**config.mk**
```make
export PLATFORM = sky130hd
export DESIGN_NAME = instr_fetch_unit
export DESIGN_NICKNAME = d
export VERILOG_FILES = /design/src/rtl/fetch_pkg.sv /design/src/rtl/fetch_pc_reg.sv /design/src/rtl/instr_fetch_unit.sv
export SDC_FILE = /design/constraint.sdc
export NUM_CORES = 1
export LEC_CHECK = 0
export CAP_MARGIN = 25
export CORE_ASPECT_RATIO = 1.25
export CORE_MARGIN = 3
export CORE_UTILIZATION = 35
export CTS_CLUSTER_SIZE = 10
export DETAILED_ROUTE_END_ITERATION = 12
export HOLD_SLACK_MARGIN = 0.1
export PLACE_DENSITY = 0.77
export SYNTH_ARGS = -nofsm -noshare
export SYNTH_HDL_FRONTEND = slang
export SYNTH_SLANG_ARGS = --single-unit
```
**constraint.sdc**
```tcl
create_clock -name clk -period 2.22 [get_ports clk]
set_clock_uncertainty 0.15 [all_clocks]
set_input_delay 0.555 -clock clk [delete_from_list [all_inputs] [get_ports clk]]
set_output_delay 0.555 -clock clk [all_outputs]
set_load 0.02 [all_outputs]
```
**src/rtl/fetch_pkg.sv**
```systemverilog
// Shared definitions for the instruction fetch unit: default widths and
// the fetch FSM state encoding.
package fetch_pkg;

  localparam int ADDR_W_DEF  = 4;
  localparam int INSTR_W_DEF = 16;

  typedef enum logic [1:0] {
    FS_BOOT = 2'd0,
    FS_RUN  = 2'd1,
    FS_HALT = 2'd2
  } fetch_state_e;

endpackage

```
**src/rtl/fetch_pc_reg.sv**
```systemverilog
// Program counter register with redirect load and sequential increment.
// Optional build macro FETCH_WRAP_HALT_EN: the PC holds at its last address
// instead of wrapping, and wrap_stop_o flags that the last address is live.
module fetch_pc_reg #(
  parameter int ADDR_W   = 4,
  parameter int RESET_PC = 0
) (
  input  logic              clk,
  input  logic              rst_n,
  input  logic              load_i,
  input  logic [ADDR_W-1:0] redirect_pc_i,
  input  logic              inc_i,
  output logic [ADDR_W-1:0] pc_o,
  output logic              wrap_stop_o
);

  logic [ADDR_W-1:0] pc_q;
  logic [ADDR_W-1:0] pc_d;

  // Next PC: redirect wins over increment; otherwise hold.
  always_comb begin
    pc_d        = pc_q;
`ifdef FETCH_WRAP_HALT_EN
    wrap_stop_o = (pc_q == {ADDR_W{1'b1}});
    if (load_i) begin
      pc_d = redirect_pc_i;
    end else if (inc_i && !wrap_stop_o) begin
      pc_d = pc_q + ADDR_W'(1);
    end
`else
    wrap_stop_o = 1'b0;
    if (load_i) begin
      pc_d = redirect_pc_i;
    end else if (inc_i) begin
      pc_d = pc_q + ADDR_W'(1);
    end
`endif
  end

  // PC state register.
  always_ff @(posedge clk or negedge rst_n) begin
    if (!rst_n) begin
      pc_q <= ADDR_W'(RESET_PC);
    end else begin
      pc_q <= pc_d;
    end
  end

  assign pc_o = pc_q;

endmodule

```
**src/rtl/instr_fetch_unit.sv**
```systemverilog
// Instruction fetch unit: drives the ROM address from the PC and registers
// the returned instruction into a valid/ready output slot toward decode.
// Supports back-pressure stalls, redirects with slot flush, and halt.
// Optional build macro FETCH_WRAP_HALT_EN: halt after fetching the last
// ROM address instead of wrapping to 0.
module instr_fetch_unit
  import fetch_pkg::*;
#(
  parameter int ADDR_W   = ADDR_W_DEF,
  parameter int INSTR_W  = INSTR_W_DEF,
  parameter int RESET_PC = 0
) (
  input  logic               clk,
  input  logic               rst_n,
  output logic [ADDR_W-1:0]  imem_addr,
  input  logic [INSTR_W-1:0] imem_instr,
  output logic               out_valid,
  input  logic               out_ready,
  output logic [INSTR_W-1:0] out_instr,
  output logic [ADDR_W-1:0]  out_pc,
  input  logic               redirect_valid,
  input  logic [ADDR_W-1:0]  redirect_pc,
  input  logic               halt_req,
  output logic               halted
);

  fetch_state_e       state_q, state_d;
  logic               out_valid_q, out_valid_d;
  logic [INSTR_W-1:0] out_instr_q, out_instr_d;
  logic [ADDR_W-1:0]  out_pc_q, out_pc_d;
  logic               halt_pend_q, halt_pend_d;
  logic               pc_load;
  logic               pc_inc;
  logic               wrap_stop;
  logic               adv;
  logic [ADDR_W-1:0]  pc;

  fetch_pc_reg #(
    .ADDR_W   (ADDR_W),
    .RESET_PC (RESET_PC)
  ) u_pc (
    .clk           (clk),
    .rst_n         (rst_n),
    .load_i        (pc_load),
    .redirect_pc_i (redirect_pc),
    .inc_i         (pc_inc),
    .pc_o          (pc),
    .wrap_stop_o   (wrap_stop)
  );

  assign adv = !out_valid_q || out_ready;

  // Fetch FSM and slot next-state. A halt request (or the wrap stop) is
  // remembered in halt_pend so a single-cycle request still drains the slot.
  always_comb begin
    state_d     = state_q;
    out_valid_d = out_valid_q;
    out_instr_d = out_instr_q;
    out_pc_d    = out_pc_q;
    halt_pend_d = halt_pend_q;
    pc_load     = 1'b0;
    pc_inc      = 1'b0;
    case (state_q)
      FS_BOOT: begin
        state_d = FS_RUN;
      end
      FS_RUN: begin
        if (redirect_valid) begin
          pc_load     = 1'b1;
          out_valid_d = 1'b0;
          halt_pend_d = 1'b0;
          if (halt_req) begin
            state_d = FS_HALT;
          end
        end else if (halt_req || halt_pend_q) begin
          halt_pend_d = 1'b1;
          if (adv) begin
            out_valid_d = 1'b0;
            state_d     = FS_HALT;
          end
        end else if (adv) begin
          out_valid_d = 1'b1;
          out_instr_d = imem_instr;
          out_pc_d    = pc;
          pc_inc      = 1'b1;
          if (wrap_stop) begin
            halt_pend_d = 1'b1;
          end
        end
      end
      FS_HALT: begin
        if (redirect_valid) begin
          pc_load = 1'b1;
        end
      end
      default: begin
        state_d = FS_BOOT;
      end
    endcase
  end

  // State and output slot registers; reset clears everything at once.
  always_ff @(posedge clk or negedge rst_n) begin
    if (!rst_n) begin
      state_q     <= FS_BOOT;
      out_valid_q <= 1'b0;
      out_instr_q <= '0;
      out_pc_q    <= '0;
      halt_pend_q <= 1'b0;
    end else begin
      state_q     <= state_d;
      out_valid_q <= out_valid_d;
      out_instr_q <= out_instr_d;
      out_pc_q    <= out_pc_d;
      halt_pend_q <= halt_pend_d;
    end
  end

  assign imem_addr = pc;
  assign out_valid = out_valid_q;
  assign out_instr = out_instr_q;
  assign out_pc    = out_pc_q;
  assign halted    = (state_q == FS_HALT);

endmodule

```
## Word-level counts from Yosys, hierarchy flattened

Cells that the tools add are included.

| storage, ports and cells | value |
|---|---|
| flip-flop bits (word level) | 28 |

| cells by class | value |
|---|---|
| add/subtract/negate cells | 1 |
| equal/unequal tests | 5 |
| muxes and demuxes | 19 |
| bitwise logic cells | 3 |
| reductions and logical operators | 12 |

Operator list:

| kind | count |
|---|---|
| $mux 1 | 12 |
| $ne 3x3->1 const B | 3 |
| $mux 2 | 4 |
| $mux 4 | 2 |
| $reduce_and 4->1 | 2 |
| $pmux 2 s3 | 1 |
| $reduce_bool 2->1 | 3 |
| $add 4x1->4 const B | 1 |
| $reduce_and 2->1 | 2 |
| $not 1->1 | 3 |
| $eq 2x1->1 const B | 1 |
| $eq 2x2->1 const B | 1 |
| $logic_not 2->1 | 1 |
| $logic_or 1x1->1 | 2 |
| $reduce_or 2->1 | 1 |
| $logic_not 1->1 | 1 |

## Logic depth before layout (Yosys ltp)

| logic depth | value |
|---|---|
| depth after elaboration | 8 |
| depth in mapped cells | 6 |

## Modules after synthesis

From an unflattened synthesis, not the netlist that was laid out.

| second synthesis, totals | value |
|---|---|
| cell total of the unflattened synthesis | 89 |
| area total of the unflattened synthesis | 1331.3 sq um |

Modules (own cells, without submodules):

| module | times used | cells an instance | area each (sq um) | seq. area each (sq um) |
|---|---|---|---|---|
| instr_fetch_unit | 1 | 69 | 1117.3 | 600.6 |
| fetch_pc_reg | 1 | 20 | 214.0 | 100.1 |

## Least setup slack after synthesis

No wires, ideal clock.

| timing path | value |
|---|---|
| kind | register -> register |
| start | register state_q[1] |
| end | register state_q[0] |
| setup time | 127 ps |
| arrival time | 1372 ps |
| slack | 570 ps |
| stages on the path, launching flop included | 7 |
| cells stage by stage | dfrtp_1 -> inv_1 -> ha_1 -> nor2b_2 -> a31o_1 -> a21oi_2 -> mux2_1 |

| on the way | value |
|---|---|
| longest elaborated chain between the ends | 3 |
| elaborated cells between the ends (all ways) | 9 |
| those cells by class | eq/ne: 5; mux: 1; bitwise: 1; reduce/logical: 2 |

Ends and longest elaborated chain:

| what | line | RTL |
|---|---|---|
| start, declared | instr_fetch_unit.sv:27 | `fetch_state_e state_q, state_d;` |
| start signal, assigned | instr_fetch_unit.sv:111 | `state_q <= state_d;` |
| $eq 2x1->1 / $eq 2x2->1 (equally long branches) | instr_fetch_unit.sv:63 | `case (state_q)` |
| $ne 3x3->1 (no line) / $not 1->1 (equally long branches) | n/a |  |
| $reduce_and 4->1 (no line) | n/a |  |

Several ways; a longest one is shown, not always the timed one.
A chain may end at the register's enable or synchronous reset.

## Worst setup path after layout

| timing path | value |
|---|---|
| start | register out_valid_q (netlist: out_valid) |
| end | output port out_valid |

RTL lines:

| what | line | RTL |
|---|---|---|
| start, declared | instr_fetch_unit.sv:28 | `logic out_valid_q, out_valid_d;` |
| start signal, assigned | instr_fetch_unit.sv:112 | `out_valid_q <= out_valid_d;` |
| end, declared | instr_fetch_unit.sv:17 | `output logic out_valid,` |

No word-level cell between the ends.

==> flow_summary.json <==
{
  "finalPower_uw": 2740,
  "syn_avg_cell_area_um2": 14.4,
  "worst_setup_path_end_kind": "output port",
  "cp.arrival_ns": 1.33,
  "cp-start-kind": "flip-flop",
  "maxCapViolCount": 0,
  "ios": 51,
  "yosysUniqueCellTypes": 21,
  "gp_congestion": 0.751,
  "power_density_nw_per_um2": 1410,
  "critPathMaxStageDelay_ns": 0.64,
  "root_buffer": "clkbuf_8",
  "path_buf_inv": 1,
  "drt_iter0_drc": 32,
  "max_clock_freq_mhz": 492,
  "rows": 24,
  "crit_path_start": "out_valid$_DFFE_PN0P_",
  "clock_latency_ns": 0.26,
  "rsz0062_at_grt": "false",
  "grt.total_usage_pct": 12.8,
  "syn_inst": 92,
  "wl_per_cell_um": 14.9,
  "die_area_um2": 4570,
  "ff2ff_path_depth": 6,
  "final.setup.tns_ns": 0,
  "cts_tree": "done",
  "synth_nets": 122,
  "clk_pin_slew_ns": 0.09,
  "worstPathRequired_ns": 1.51,
  "hp-start": "out_pc[3]$_DFFE_PN0P_",
  "synth_warnings": 0,
  "hpwl_mm": 2.21,
  "fin_crit_ns": 2.03,
  "slew_headroom_pct": 76.8,
  "path_class": "reg2out",
  "grt_antenna_before_repair": 0,
  "antenna_cells": 0,
  "grt_max_degree": 29,
  "cts_inserted_buffers": 3,
  "critPathMaxFanout": 4,
  "ys_ff_latch": 28,
  "outcome": "finished clean",
  "numClockSinks": 28,
  "post_cts_buffers": 0,
  "htree_levels": 1,
  "grt_pass1_vias": 939,
  "via_count": 887,
  "drv_slew": 0,
  "io_buffers": 50,
  "avgViaCountPerCell": 4.77,
  "initial_utilization_pct": 37.1,
  "r2r-start": "state_q[1]$_DFFE_PN0P_",
  "drcViolationCount": 0,
  "cp_cell_sequence": "clkdlybuf4s50_1",
  "r2r_end": "state_q[0]$_DFFE_PN0P_",
  "grt_pass1_wl_mm": 4.38,
  "die_h_um": 74.8,
  "crit_path_end": "out_valid",
  "ys_seq_area_share_pct": 52.8,
  "synthToLayoutAreaGrowth_pct": 46.4,
  "path_delay_family": "buffers and inverters",
  "period_share_pct": 91.5,
  "clock_path_buffers": 2,
  "leakage_uw": 0.000907,
  "layout-drive-gt1-share_pct": 24.5,
  "synth_area_um2": 1330,
  "core_area_um2": 3570,
  "setup_viol": 0,
  "r2r_slack_ns": 0.44,
  "antenna_left": 0,
  "slowest_stage": "clkdlybuf4s50_1",
  "hold_path_class": "reg2reg",
  "nets": 178,
  "finalWirelength_mm": 2.78,
  "path_depth": 1,
  "overflow": 0,
  "worstMarginPinSlew_ns": 0.348,
  "first_pass_iters": 4,
  "worst_ir_drop_vdd_v": 0.000338,
  "die_w_um": 61.1,
  "hold_violations": 0
}
[cell families (layout without fill, tap and decap cells)]
family | after synthesis | after routing | synth area share [%]
xor gates and xnor gates | 3 | 3 | 1.98
and+or+nand+nor | 17 | 17 | 8.02
adders and majority gates | 5 | 5 | 4.72
muxes | 22 | 22 | 24.2
AOI/OAI and AO/OA | 11 | 11 | 5.38
DFF | 28 | 28 | 52.8
buffers and inverters | 6 | 61 | 2.83
[flip-flops by register name (all words and copies together), names as in the netlist]
signal and count:
halt_pend_q 1, out_instr 16, state_q 2, u_pc.pc_o 4, out_valid 1, out_pc 4
[synth_stat cells]
master | number | share of area, %
a21oi_1 | 6 | 2.3
a21oi_2 | 2 | 1.3
a31o_1 | 1 | 0.66
and3_1 | 1 | 0.47
buf_6 | 2 | 1.7
dfrtp_1 | 28 | 53
ha_1 | 5 | 4.7
inv_1 | 4 | 1.1
mux2_1 | 1 | 0.85
mux2_4 | 20 | 23
mux2i_1 | 1 | 0.75
nand2_1 | 3 | 0.85
nand2b_2 | 1 | 0.66
nand3_2 | 2 | 1.5
nand4_1 | 2 | 0.94
nor2_1 | 5 | 1.4
nor2_4 | 1 | 0.85
nor2b_2 | 2 | 1.3
o21ai_0 | 1 | 0.38
o22a_2 | 1 | 0.75
xor2_1 | 3 | 2.0
[layout make-up]
type	instances	area [um^2]
sequential	28	701
multi-input combinational	58	588
clock buffer	4	55.1
fill	297	1630
tap	39	48.8
timing repair buffer	53	534
inverter	4	15.0
[worst min-delay path by stage]
stage	endpoint	slack, ns	cells past startpoint
after CTS	out_pc[2]$_DFFE_PN0P_	0.37	1
after global routing	out_instr[15]$_DFFE_PN0P_	0.38	1
after global placement	out_instr[7]$_DFFE_PN0P_	0.34	1
after floorplan	halt_pend_q$_DFFE_PN0P_	0.11	0
final	out_pc[3]$_DFFE_PN0P_	0.37	1
after detailed placement	out_pc[0]$_DFFE_PN0P_	0.35	1
[where the power goes]
group / total [uW] / internal [uW] / switching, uW
sequential: 953 / 765 / 188
combinational: 1490 / 830 / 656
clock: 299 / 158 / 141
total: 2740 / 1750 / 984
[placed cells by master, fill, tap and decap left out, types with 3 or more instances in the layout]
| cell | Yosys | layout |
|---|---|---|
| a21oi_1 | 6 | 6 |
| clkbuf_8 | 0 | 4 |
| clkdlybuf4s50_1 | 0 | 49 |
| dfrtp_1 | 28 | 28 |
| ha_1 | 5 | 5 |
| inv_1 | 4 | 4 |
| mux2_4 | 20 | 20 |
| nand2_1 | 3 | 3 |
| nor2_1 | 5 | 5 |
| xor2_1 | 3 | 3 |
[repair_timing]
item                                    CTS  global route
hold buffers                              0             0
resized for setup                         1             0
endpoints found under the setup margin    1             0
[stage by stage]
step	instance area, um^2	setup slack (ns)	utilization (%)	hold WS [ns]	cells
global route	1940	0.116	54.3	0.381	186
CTS	1940	0.168	54.3	0.371	186
detailed placement	1890	0.0707	52.8	0.346	182
floorplan	1330	0.570	-	0.109	92
finish	1940	0.188	54.3	0.366	186
global placement	1890	0.118	52.8	0.341	182
[layer usage]
metal	vias to the layer above	GRT usage, %	wire length, um
li1	428	-	-
met1	421	15.2	1120
met2	36	22.6	1420
met3	2	3.43	227
met4	0	2.89	6
met5	-	0	0
Power figures use the tool's default switching activity.
==> edit: new RTL, same flow settings <==
The package constant `ADDR_W_DEF` goes from 4 to 3.
--- a/src/rtl/fetch_pkg.sv
+++ b/src/rtl/fetch_pkg.sv
@@ -2,7 +2,7 @@
 // the fetch FSM state encoding.
 package fetch_pkg;
 
-  localparam int ADDR_W_DEF  = 4;
+  localparam int ADDR_W_DEF  = 3;
   localparam int INSTR_W_DEF = 16;
 
   typedef enum logic [1:0] {
Interface: changed (resized imem_addr, out_pc and redirect_pc); port bits go from 51 to 48. The function was not compared with the original's and may differ.
==> edit against the original RTL <==
Worst setup slack got worse by 100 ps; power fell by 8.9%; hold slack got worse by 6.0 ps; routed wire length fell by 5.7%; critical path depth rose by 4; clock power barely moved; area after synthesis fell by 8.9%; design area fell by 6.2%; count of clock-buffer cells in the layout did not move; sequential cell count fell by 2; highest routed layer unchanged.
==> edit: results <==
[grt]
grt.met2_usage = 0.250
grt_pass1_wl_um = 4420
grt_use_total = 0.137
grt_use_met3 = 0.0306
first_global_vias = 1014
grt_start_max_net_pins = 27
use_met1 = 0.154

[critical_path]
crit_arrival_ps = 2140
crit_fanout = 19

[yosys]
synth_cell_types = 30
synth_compound_area_frac = 0.0631
synth-adder-area-share = 0.0518
synth_mux_area_frac = 0.217
yosysSeqAreaShare = 0.538
synth_ff_type = "dfrtp_1"
synth_fp_nets = 113
synth_area_per_cell_um2 = 14.4
synth_xor_area_frac = 0
ys_top_cells_by_count = "26 x dfrtp_1, 10 x mux2_2, 10 x mux2_4"
synth_area_leaders = "dfrtp_1 54%, mux2_4 12%, mux2_2 9.3%"

[timing]
max_slew_margin = 0.728

[placement]
post-dp-hpwl_um = 2070
io_buffers = 47
place_congestion = 0.737
dpl.cell_count = 174
post-place-ws_ps = -197

[detailed_routing]
drt_pre_antenna_iters = 2
first_iter_violations = 5
vias = 864
wl_per_cell_um = 14.7

[run_status]
outcome = "finished clean"

[clock_tree]
worst_skew_pair.late_latency_ps = 270
cts.clk_slew.worst_paths_ps = 90

[power]
leakagePower_uw = 0.000829
vdd_drop_max_uv = 680

[layout]
drive_above_1_share = 0.255
instances_no_fill = 178
[edit: logic make-up after synthesis]
group                    count (synthesis)
buffers and inverters                    4
multiplexers                            20
AND/OR/NAND/NOR                         18
AO/OA/AOI/OAI                           11
flip-flops                              26
adder cells (fa/ha/maj)                  5
[edit: power breakdown]
group	internal, uW	switching [uW]
clock network	158	142
logic	750	583
registers	705	155
[edit: worst paths after layout]
check                             start             to  slack [ps]  cells past startpoint
setup / recovery               halt_req  out_instr[10]          80                      5
hold / removal             out_instr[6]   out_instr[6]         360                      1
setup reg to reg             state_q[1]  out_instr[10]         270                      6
hold reg to reg            out_instr[6]   out_instr[6]         360                      1
max in group asynchronous         rst_n   out_instr[1]        1170                      2
min in group asynchronous         rst_n   u_pc.pc_o[0]         500                      2
[edit: per-stage QoR]
stage / cell area, um2 / hold slack (ps) / utilization / TNS, ps
finish: 1820 / 360 / 0.560 / 0
global route: 1820 / 393 / 0.560 / 0
CTS: 1820 / 365 / 0.560 / 0
detailed placement: 1770 / 345 / 0.543 / -3700
global placement: 1770 / 341 / 0.543 / -3170
floorplan: 1210 / 109 / - / 0
[edit: area by class of cell]
| class | count | area (um2) |
|---|---|---|
| multi-input combinational | 54 | 519 |
| tap | 37 | 46.3 |
| inverter | 2 | 7.51 |
| fill | 286 | 1430 |
| clock buffer | 4 | 55.1 |
| sequential | 26 | 651 |
| timing repair buffer | 55 | 542 |
[edit: routing by layer]
metal	routed length [um]	vias to the layer above
li1	-	416
met1	1030	419
met2	1420	27
met3	150	2
met4	21	0
met5	0	-
[edit: critical path: stages]
cell             delay [ps]
clkdlybuf4s50_1         440
or2_4                   260
or3b_1                  400
buf_12                  180
mux2_4                  300
